**config.mk**
```make
export PLATFORM = sky130hd
export DESIGN_NAME = eco32f_hazard_scoreboard_flat
export DESIGN_NICKNAME = d
export VERILOG_FILES = /design/src/rtl/eco32f_hazard_scoreboard_pkg.sv /design/src/rtl/eco32f_hazard_scoreboard_if.sv /design/src/rtl/eco32f_hazard_scoreboard_sb_counter.sv /design/src/rtl/eco32f_hazard_scoreboard.sv /design/src/flat_wrapper.sv
export SDC_FILE = /design/constraint.sdc
export NUM_CORES = 1
export LEC_CHECK = 0
export CORE_UTILIZATION = 37
export CTS_BUF_LIST = sky130_fd_sc_hd__clkbuf_8
export CTS_CLUSTER_SIZE = 12
export DETAILED_ROUTE_END_ITERATION = 7
export GPL_TIMING_DRIVEN = 0
export SLEW_MARGIN = 10
export SYNTH_ARGS = -nofsm -noshare
export SYNTH_HDL_FRONTEND = slang
export SYNTH_SLANG_ARGS = --single-unit
```
**constraint.sdc**
```tcl
create_clock -name clk -period 5.2 [get_ports clk]
set_input_delay 1.3 -clock clk [delete_from_list [all_inputs] [get_ports clk]]
set_output_delay 1.3 -clock clk [all_outputs]
set_load 0.01 [all_outputs]
```
**src/rtl/eco32f_hazard_scoreboard_pkg.sv**
```systemverilog
`default_nettype none
// ============================================================================
// eco32f_hazard_scoreboard_pkg : instruction classes and EX tag for the scoreboard
// Revision: 1.0
// ============================================================================
package eco32f_hazard_scoreboard_pkg;

  localparam int NUM_REGS = 32;

  typedef enum logic [1:0] {
    CLASS_ALU  = 2'd0,
    CLASS_LOAD = 2'd1,
    CLASS_MUL  = 2'd2,
    CLASS_DIV  = 2'd3
  } eco32f_class_e;

  typedef struct packed {
    logic [4:0]    rd;
    eco32f_class_e cls;
  } ex_tag_t;

  // r0 is hard-wired, so it never maps to a tracked bit
  function automatic logic [NUM_REGS-1:0] reg_onehot(input logic [4:0] addr);
    logic [NUM_REGS-1:0] v;
    v = '0;
    if (addr != 5'd0) v[addr] = 1'b1;
    return v;
  endfunction

endpackage
`default_nettype wire

```
**src/rtl/eco32f_hazard_scoreboard_if.sv**
```systemverilog
`default_nettype none
// ============================================================================
// eco32f_hazard_scoreboard_if : decode-stage request / bubble interface
// Revision: 1.0
// ============================================================================
interface eco32f_hazard_scoreboard_if;
  import eco32f_hazard_scoreboard_pkg::*;

  logic          id_stall;
  logic          id_flush;
  logic [4:0]    id_rf_x_addr;
  logic [4:0]    id_rf_y_addr;
  logic          id_rf_x_used;
  logic          id_rf_y_used;
  logic [4:0]    id_rf_r_addr;
  logic          id_rf_r_we;
  eco32f_class_e id_class;
  logic          div_done;
  logic          id_bubble;
  logic          div_busy;
  logic [31:0]   pending;

  modport master (
    output id_stall, id_flush, id_rf_x_addr, id_rf_y_addr, id_rf_x_used,
           id_rf_y_used, id_rf_r_addr, id_rf_r_we, id_class, div_done,
    input  id_bubble, div_busy, pending
  );

  modport slave (
    input  id_stall, id_flush, id_rf_x_addr, id_rf_y_addr, id_rf_x_used,
           id_rf_y_used, id_rf_r_addr, id_rf_r_we, id_class, div_done,
    output id_bubble, div_busy, pending
  );

endinterface
`default_nettype wire

```
**src/rtl/eco32f_hazard_scoreboard_sb_counter.sv**
```systemverilog
`default_nettype none
// ============================================================================
// eco32f_sb_counter : saturating down-counter with load-max and clear
// Revision: 1.0
// ============================================================================
module eco32f_sb_counter #(
  parameter int CNT_W = 3
) (
  input  logic             clk,
  input  logic             rst,
  input  logic             en_i,
  input  logic             clr_i,
  input  logic             load_i,
  input  logic [CNT_W-1:0] load_val_i,
  output logic             busy_o
);

  logic [CNT_W-1:0] cnt_q;
  logic [CNT_W-1:0] cnt_d;
  logic [CNT_W-1:0] dec;

  always_comb begin
    dec   = (cnt_q == '0) ? '0 : cnt_q - CNT_W'(1);
    cnt_d = cnt_q;
    if (clr_i) begin
      cnt_d = '0;
    end else if (en_i) begin
      cnt_d = dec;
      // a newer writer never shortens an older, longer pending result
      if (load_i && (load_val_i > dec)) cnt_d = load_val_i;
    end
  end

  always_ff @(posedge clk or posedge rst) begin
    if (rst) cnt_q <= '0;
    else     cnt_q <= cnt_d;
  end

  assign busy_o = (cnt_q != '0);

endmodule
`default_nettype wire

```
**src/rtl/eco32f_hazard_scoreboard.sv**
```systemverilog
`default_nettype none
// ============================================================================
// eco32f_hazard_scoreboard : per-register pending counters driving the ID bubble
// Revision: 1.0
// ============================================================================
module eco32f_hazard_scoreboard
  import eco32f_hazard_scoreboard_pkg::*;
#(
  parameter int LOAD_LAT = 2,
  parameter int MUL_LAT  = 3,
  parameter int CNT_W    = 3
) (
  input  logic                      clk,
  input  logic                      rst,
  eco32f_hazard_scoreboard_if.slave sb
);

  logic [NUM_REGS-1:1] cnt_nz;
  logic [NUM_REGS-1:1] cnt_clr;
  logic [NUM_REGS-1:1] cnt_load;
  logic [NUM_REGS-1:0] reg_busy;
  logic                cnt_en;
  logic                flush_clr;
  logic                issue;
  logic                x_busy;
  logic                y_busy;
  logic                bubble;
  logic [CNT_W-1:0]    lat_val;

  logic                div_pend_q, div_pend_d;
  logic [4:0]          div_rd_q, div_rd_d;
  ex_tag_t             ex_tag_q, ex_tag_d;
  logic                ex_tag_valid_q, ex_tag_valid_d;

  assign reg_busy = {cnt_nz, 1'b0};

  // div_done bypasses the divider destination in the cycle it arrives
  always_comb begin
    x_busy = (sb.id_rf_x_addr != 5'd0) &&
             (reg_busy[sb.id_rf_x_addr] ||
              (div_pend_q && !sb.div_done && (div_rd_q == sb.id_rf_x_addr)));
    y_busy = (sb.id_rf_y_addr != 5'd0) &&
             (reg_busy[sb.id_rf_y_addr] ||
              (div_pend_q && !sb.div_done && (div_rd_q == sb.id_rf_y_addr)));
    bubble = (sb.id_rf_x_used && x_busy) ||
             (sb.id_rf_y_used && y_busy) ||
             ((sb.id_class == CLASS_DIV) && div_pend_q);
    issue  = !sb.id_stall && !sb.id_flush && !bubble &&
             sb.id_rf_r_we && (sb.id_rf_r_addr != 5'd0);
  end

  always_comb begin
    cnt_en    = !sb.id_stall || sb.id_flush;
    flush_clr = sb.id_flush && ex_tag_valid_q;
    case (sb.id_class)
      CLASS_LOAD: lat_val = CNT_W'(LOAD_LAT - 1);
      CLASS_MUL:  lat_val = CNT_W'(MUL_LAT - 1);
      default:    lat_val = '0;
    endcase
    cnt_clr  = '0;
    cnt_load = '0;
    for (int n = 1; n < NUM_REGS; n++) begin
      cnt_clr[n]  = flush_clr && (ex_tag_q.rd == 5'(n));
      cnt_load[n] = issue && (sb.id_rf_r_addr == 5'(n));
    end
  end

  generate
    for (genvar n = 1; n < NUM_REGS; n++) begin : g_cnt
      eco32f_sb_counter #(
        .CNT_W (CNT_W)
      ) u_cnt (
        .clk        (clk),
        .rst        (rst),
        .en_i       (cnt_en),
        .clr_i      (cnt_clr[n]),
        .load_i     (cnt_load[n]),
        .load_val_i (lat_val),
        .busy_o     (cnt_nz[n])
      );
    end
  endgenerate

  // The divider runs independently of the pipeline, so its completion is
  // honoured even in a stalled cycle; otherwise the pulse would be lost.
  always_comb begin
    div_pend_d     = div_pend_q;
    div_rd_d       = div_rd_q;
    ex_tag_d       = ex_tag_q;
    ex_tag_valid_d = ex_tag_valid_q;
    if (sb.div_done) div_pend_d = 1'b0;
    if (sb.id_flush) begin
      ex_tag_valid_d = 1'b0;
      if (ex_tag_valid_q && (ex_tag_q.cls == CLASS_DIV)) div_pend_d = 1'b0;
    end else if (!sb.id_stall) begin
      ex_tag_valid_d = issue;
      if (issue) begin
        ex_tag_d.rd  = sb.id_rf_r_addr;
        ex_tag_d.cls = sb.id_class;
        if (sb.id_class == CLASS_DIV) begin
          div_pend_d = 1'b1;
          div_rd_d   = sb.id_rf_r_addr;
        end
      end
    end
  end

  always_ff @(posedge clk or posedge rst) begin
    if (rst) begin
      div_pend_q     <= 1'b0;
      div_rd_q       <= 5'd0;
      ex_tag_q       <= '0;
      ex_tag_valid_q <= 1'b0;
    end else begin
      div_pend_q     <= div_pend_d;
      div_rd_q       <= div_rd_d;
      ex_tag_q       <= ex_tag_d;
      ex_tag_valid_q <= ex_tag_valid_d;
    end
  end

  assign sb.id_bubble = bubble;
  assign sb.div_busy  = div_pend_q;
  assign sb.pending   = reg_busy | (div_pend_q ? reg_onehot(div_rd_q) : '0);

endmodule
`default_nettype wire

```
**src/flat_wrapper.sv**
```systemverilog
// flat-port wrapper written by rule: the top's interface ports become plain ports
module eco32f_hazard_scoreboard_flat import eco32f_hazard_scoreboard_pkg::*;
#(
  parameter int LOAD_LAT = 2,
  parameter int MUL_LAT  = 3,
  parameter int CNT_W    = 3
)
  (clk, rst, sb_id_stall, sb_id_flush, sb_id_rf_x_addr, sb_id_rf_y_addr, sb_id_rf_x_used, sb_id_rf_y_used, sb_id_rf_r_addr, sb_id_rf_r_we, sb_id_class, sb_div_done, sb_id_bubble, sb_div_busy, sb_pending);
  eco32f_hazard_scoreboard_if sb_i ();
  input  logic clk;
  input  logic rst;
  input wire logic [$bits(sb_i.id_stall)-1:0] sb_id_stall;
  input wire logic [$bits(sb_i.id_flush)-1:0] sb_id_flush;
  input wire logic [$bits(sb_i.id_rf_x_addr)-1:0] sb_id_rf_x_addr;
  input wire logic [$bits(sb_i.id_rf_y_addr)-1:0] sb_id_rf_y_addr;
  input wire logic [$bits(sb_i.id_rf_x_used)-1:0] sb_id_rf_x_used;
  input wire logic [$bits(sb_i.id_rf_y_used)-1:0] sb_id_rf_y_used;
  input wire logic [$bits(sb_i.id_rf_r_addr)-1:0] sb_id_rf_r_addr;
  input wire logic [$bits(sb_i.id_rf_r_we)-1:0] sb_id_rf_r_we;
  input wire logic [$bits(sb_i.id_class)-1:0] sb_id_class;
  input wire logic [$bits(sb_i.div_done)-1:0] sb_div_done;
  output wire logic [$bits(sb_i.id_bubble)-1:0] sb_id_bubble;
  output wire logic [$bits(sb_i.div_busy)-1:0] sb_div_busy;
  output wire logic [$bits(sb_i.pending)-1:0] sb_pending;
  assign sb_i.id_stall = sb_id_stall;
  assign sb_i.id_flush = sb_id_flush;
  assign sb_i.id_rf_x_addr = sb_id_rf_x_addr;
  assign sb_i.id_rf_y_addr = sb_id_rf_y_addr;
  assign sb_i.id_rf_x_used = sb_id_rf_x_used;
  assign sb_i.id_rf_y_used = sb_id_rf_y_used;
  assign sb_i.id_rf_r_addr = sb_id_rf_r_addr;
  assign sb_i.id_rf_r_we = sb_id_rf_r_we;
  assign sb_i.id_class = sb_id_class;
  assign sb_i.div_done = sb_div_done;
  assign sb_id_bubble = sb_i.id_bubble;
  assign sb_div_busy = sb_i.div_busy;
  assign sb_pending = sb_i.pending;
  eco32f_hazard_scoreboard #(.LOAD_LAT(LOAD_LAT), .MUL_LAT(MUL_LAT), .CNT_W(CNT_W)) u_core (.clk(clk), .rst(rst), .sb(sb_i));
endmodule
```
=== After elaboration in Yosys (flattened, before gate mapping) ===
Index checks and enable logic that the tools add are counted.

* $add $sub $neg: 31
* Multiply operators: 0
* Divide/modulo/power cells: 0
* Order comparisons: 35
* Equal/unequal tests: 69
* Shift operators: 0
* Muxes and demuxes: 141
* Bitwise operators: 3
* Reduce and logical (&&, ||, !) cells: 216

{| class="wikitable"
|+ Operators with widths
! cell !! number
|-
| $mux 3 || 124
|-
| $eq 5x5->1 const B || 32
|-
| $logic_and 1x1->1 || 108
|-
| $gt 3x3->1 || 31
|-
| $logic_not 3->1 || 31
|-
| $reduce_bool 3->1 || 31
|-
| $sub 3x1->3 const B || 31
|-
| $eq 5x4->1 const B || 16
|-
| $mux 32 || 2
|-
| $reduce_bool 2->1 || 31
|-
| $eq 5x3->1 const B || 8
|-
| $or 32x32->32 || 1
|-
| $eq 5x2->1 const B || 4
|-
| $reduce_bool 5->1 || 4
|-
| $lt 5x6->1 const B || 3
|-
| $mux 1 || 11
|-
| $bmux 1 s5 || 2
|-
| $eq 5x1->1 const B || 2
|-
| $eq 5x5->1 || 2
|-
| $eq 2x2->1 const B || 3
|-
| $demux 1 s5 || 1
|-
| $ge 5x1->1 const B || 1
|-
| $logic_or 1x1->1 || 5
|-
| $logic_not 1->1 || 4
|-
| other kinds (6) || 7
|}

* Flip-flop bits (word level): 107
* Latch bits: 0
* Memory bits (writable): 0
* Bits in read-only memories: 0
* Output and inout port bits: 34
* Logic and storage cells: 531
* Memories: 0

=== Logic depth before layout (Yosys ltp) ===
* Depth in word-level cells: 17
* Mapped depth: 13

=== Hierarchy ===
A second synthesis with hierarchy kept.

* Cells, all modules: 1307
* Area total of the unflattened synthesis: 10965.5 um^2

{| class="wikitable"
|+ Modules (own cells, without submodules)
! module !! times used !! cells an instance !! area each (um^2) !! sequential area each (um^2)
|-
| eco32f_sb_counter || 31 || 33 || 275.3 || 75.1
|-
| eco32f_hazard_scoreboard || 1 || 284 || 2432.3 || 350.3
|}

=== Worst setup path before layout ===
No wires, ideal clock.

* Kind: input to output
* From: input port sb_id_rf_x_addr[0]
* To: output port sb_id_bubble
* Arrival time: 3.191 ns
* Required time: 3.900 ns
* Slack: 0.709 ns
* Stages: 11
* Path buffers: 4
* Cell sequence: buf_2 buf_2 o31ai_1 a311oi_1 o311ai_1 a311oi_1 nor4b_4 and2_1 buf_6 inv_2 buf_2

* Word-level cells in the longest chain between the ends: 7
* Elaborated cells on any way between the ends: 10
* Classes of those cells: eq/ne (1); mux (2); reduce/logical (7)

{| class="wikitable"
|+ Ends and longest elaborated chain
! element !! RTL line !! source
|-
| from (decl) || flat_wrapper.sv:14 || <nowiki>input wire logic [$bits(sb_i.id_rf_x_addr)-1:0] sb_id_rf_x_addr;</nowiki>
|-
| $bmux 1 s5 / $eq 5x5->1 (equally long branches) || eco32f_hazard_scoreboard.sv:40, eco32f_hazard_scoreboard.sv:41 ||
|-
| $mux 1 (implied by the code) / $logic_and 1x1->1 (equally long branches) || eco32f_hazard_scoreboard.sv:40, eco32f_hazard_scoreboard.sv:41 ||
|-
| $logic_or 1x1->1 || eco32f_hazard_scoreboard.sv:40 || <nowiki>(reg_busy[sb.id_rf_x_addr] ||</nowiki>
|-
| $logic_and 1x1->1 * || eco32f_hazard_scoreboard.sv:39 || <nowiki>x_busy = (sb.id_rf_x_addr != 5'd0) &&</nowiki>
|-
| $logic_and 1x1->1 * || eco32f_hazard_scoreboard.sv:45 || <nowiki>bubble = (sb.id_rf_x_used && x_busy) ||</nowiki>
|-
| $logic_or 1x1->1 * || eco32f_hazard_scoreboard.sv:45 ||
|-
| $logic_or 1x1->1 * || eco32f_hazard_scoreboard.sv:46 || <nowiki>(sb.id_rf_y_used && y_busy) ||</nowiki>
|-
| to (decl) || flat_wrapper.sv:22 || <nowiki>output wire logic [$bits(sb_i.id_bubble)-1:0] sb_id_bubble;</nowiki>
|}

Mark *: on every way between the ends. The rest lies on a longest branch, timed or not. The select of a mux whose other input is x is not followed.

=== Worst setup path in the final report ===
* From: input port sb_id_rf_x_addr[1]
* To: output port sb_id_bubble

The elaborated chain is that of the path after synthesis.

==> metrics.csv <==
stage;metric;value;unit
worst_setup_path;reg2reg end;u_core.g_cnt[23].u_cnt.cnt_q[1];
worst_setup_path;crit path max fanout;17;
sta;Slew @ Worst Pin;1214;ps
route;WL/cell;22.61;um
worst_setup_path;r2r startpoint;u_core.g_cnt[17].u_cnt.cnt_q[0];
clock_network;H-tree depth;3;
clock_network;clock transition at the registers of the reported paths;100;ps
global_routing;initial antenna violation count;1;
yosys;synth cell count leaders;o21ai_0 (114), dfrtp_1 (107), a21oi_1 (96), nor2_1 (96), nand2_1 (90);
cells_and_area;post-route cell area;10470;um^2
worst_setup_path;startpoint types;input port;
yosys;Top FF cell, synth;dfrtp_1;
worst_setup_path;WP depth;11;
clock_network;Clock Path Buffers;2;
floorplan;Initial Util;38.18;%
placed_design;Post-DP HPWL;25000;um
placed_design;count of input and output buffers;52;
yosys;Post-Syn Instances;1133;
sta;Setup-failing EPs final;0;
placed_design;placed cell areas;10070;um^2
yosys;largest cells by area after synthesis;dfrtp_1 (30%), ha_1 (8.6%), o21ai_0 (6.3%), a21oi_1 (5.3%), nor2_1 (4.0%);
sta;RSZ-0062 raised after global routing;false;
sta;Max Clk Rate;198.0;MHz
worst_setup_path;end of the critical path;sb_id_bubble;
floorplan;Die X;158.6;um
floorplan;die height;158.6;um
yosys;Yosys warnings;0;
clock_network;clk root buf;clkbuf_8;
cells_and_area;Post-layout nets;1293;
worst_setup_path;Buffers & Inverters on Critical Path;5;
run_status;status;completed;
yosys;syn nets;1220;
global_routing;largest net degree at the start of global routing;60;
hold_path;HP Class;reg -> reg;
route;Detailed Routing Iterations Pass 1;5;
worst_setup_path;r2r setup slk;1500;ps
route;vias per cell;6.248;
cells_and_area;Final Non-Filler Cells;1531;
yosys;Seq cells post-synth;107;
floorplan;std cell rows;56;
power_and_ir_drop;VDD IR max;0.00008775;V
yosys;sequential area share after synthesis;29.53;%
power_and_ir_drop;cell area power density;235.2;nW/um^2
yosys;number of synthesized flops with an enable pin;0;
yosys;Synth top area share;29.53;%
yosys;Yosys top cell by area;dfrtp_1;
worst_setup_path;CP most frequent cell;buf_6;
clock_network;TritonCTS Buffers;9;
yosys;most frequent cell after synthesis;o21ai_0;
route;Total Routed Length;34620;um
global_routing;first-pass GRT wire length;51690;um
sta;Slew Limit Fails;0;
floorplan;IO Count;59;
worst_setup_path;Max stage delay on crit path;480;ps
worst_setup_path;reg2reg path depth;10;
route;DRT iter0 DRCs;1075;
worst_setup_path;CP Capture Type;primary output;
placed_design;RD Place Congestion;0.9953;
worst_setup_path;critical path type;in -> out;
yosys;Synth Area per Inst;8.004;um^2
clock_network;CTS tree;yes;
route;routed vias;9566;
global_routing;vias in the first global route;8577;
cells_and_area;share of post-route cells with drive strength above 1;10.32;%
sta;skew final;15.25;ps
yosys;cell area after synthesis;9069;um^2
worst_setup_path;CP Launch Point;sb_id_rf_x_addr[1];
worst_setup_path;WP data required;3900;ps
power_and_ir_drop;Leakage;4.183;nW
yosys;Cell variety after synth;81;
placed_design;dpl cells;1507;
worst_setup_path;worst path arrival time;3750;ps
floorplan;Die ar.;25140;um^2
sta;final period utilization;97.14;%
run;maxcap violations;0;
clock_network;clk sinks;107;
floorplan;Core Area;23750;um^2
sta;relative slew slack;18.33;%
yosys;ys async rst share;100.0;%
global_routing;gr usage total;28.02;%
cells_and_area;P&R area growth vs syn;15.40;%
route;DR DRC count;0;
clock_network;worst-skew pair later-pin latency;410;ps
sta;Final min period;5051;ps
worst_setup_path;CP cell instances;dlygate4sd2_1, buf_6, nor4_2, a2111oi_4, a211oi_2, a311oi_2, nor4b_4, and2_1, buf_6, inv_6, clkbuf_2;
worst_setup_path;slowest stage cell, crit path;nor4_2;
global_routing;gr ovfl total;0;
sta;Hold Violations, Final;0;
worst_setup_path;crit-path leading delay family;simple AND/OR/NAND/NOR gates;
route;Final ANT Viol Nets;0;
[report_power, final]
part           total [mW]  switching (mW)  internal [mW]  leakage, nW
sequential          0.940          0.0451          0.895         1.47
clock               0.560           0.327          0.232        0.103
combinational       0.962           0.610          0.352         2.61
total                2.46           0.982           1.48         4.18
[cells in the final DEF, fill, tap and decap left out, types with 5 or more instances in the layout]
cell,instances
buf_4,9
a32o_1,7
a211oi_1,6
mux2_2,9
nand2_1,90
dfrtp_1,107
clkdlybuf4s50_1,48
inv_1,40
nor2_1,96
o221ai_1,5
buf_2,17
nor3_2,6
a22o_1,6
nor3_1,48
o31ai_1,26
ha_1,62
nand4_1,15
or3_1,7
nor4_1,24
nand3b_1,7
xnor2_1,6
nand2b_1,9
clkbuf_8,10
nor3b_1,28
o21ai_0,114
nand3_1,41
buf_6,6
or2_2,17
mux2_1,5
nor2b_1,11
o311a_1,6
mux2i_1,6
clkbuf_1,48
a21oi_1,96
and2_1,12
o211ai_1,43
and3_1,7
[flip-flops by register name, summed over array words and instances (netlist names)]
signal and flops:
u_core.ex_tag_valid_q 1, u_core.sb.div_busy 1, u_core.ex_tag_q 7, u_core.div_rd_q 5, u_core.g_cnt.u_cnt.cnt_q 93
[per-stage QoR]
stage	total power, mW	hold WS [ps]	worst slack (ps)	TNS [ps]	util (%)
after floorplan	1.525	479.2	709.1	0	-
after global placement	1.848	489.7	-1042	-146000	42.05
after detailed placement	1.868	498.5	-965.8	-965.8	42.38
after CTS	2.429	521.9	38.24	0	43.63
after global routing	2.571	543.2	113.5	0	44.05
final	2.461	522.6	148.6	0	44.06
[cell type report]
| cell class | count | area (um^2) |
|---|---|---|
| Clock buffer | 10 | 137.6 |
| Multi-Input combinational cell | 905 | 6012 |
| Timing Repair Buffer | 63 | 643.1 |
| Antenna cell | 1 | 2.502 |
| Clock inverter | 6 | 56.30 |
| Sequential cell | 107 | 2678 |
| Tap cell | 319 | 399.1 |
| Fill cell | 2350 | 13290 |
| Buffer | 74 | 349.1 |
| Inverter | 46 | 187.7 |
[per-layer routing]
layer	global-route usage [%]	wire [um]	vias to the layer above	share of wire, %
li1	-	-	4399	-
met1	38.03	14680	4582	42
met2	44.44	15660	505	45
met3	4.273	3068	80	8.9
met4	11.17	1214	0	3.5
met5	0	0	-	0
[kinds of logic after synthesis]
logic type / share of synthesized area (%)
simple gates: 26.89
flops: 29.53
buf+inv: 5.615
other cells: 0.04135
compound gates: 24.72
mux: 3.684
fa+ha+maj: 8.554
xor+xnor: 0.9657
[worst min path at each step]
stage	start	depth (start not counted)	endpoint
2_1_floorplan	u_core.ex_tag_q[0]	1	u_core.ex_tag_q[0]
3_3_place_gp	u_core.ex_tag_q[1]	1	u_core.ex_tag_q[1]
3_5_place_dp	u_core.ex_tag_q[1]	1	u_core.ex_tag_q[1]
4_1_cts	u_core.ex_tag_q[1]	1	u_core.ex_tag_q[1]
5_1_grt	u_core.ex_tag_q[1]	1	u_core.ex_tag_q[1]
6_report	u_core.ex_tag_q[1]	1	u_core.ex_tag_q[1]
[timing repair]
item	in CTS	in global routing
hold buffers	0	0
buffers inserted	4	4
setup endpoints to repair	1	1
pin swaps	2	5
gates cloned	0	0
resized for setup	22	14
Note: power is estimated with default switching activity, not from simulation.
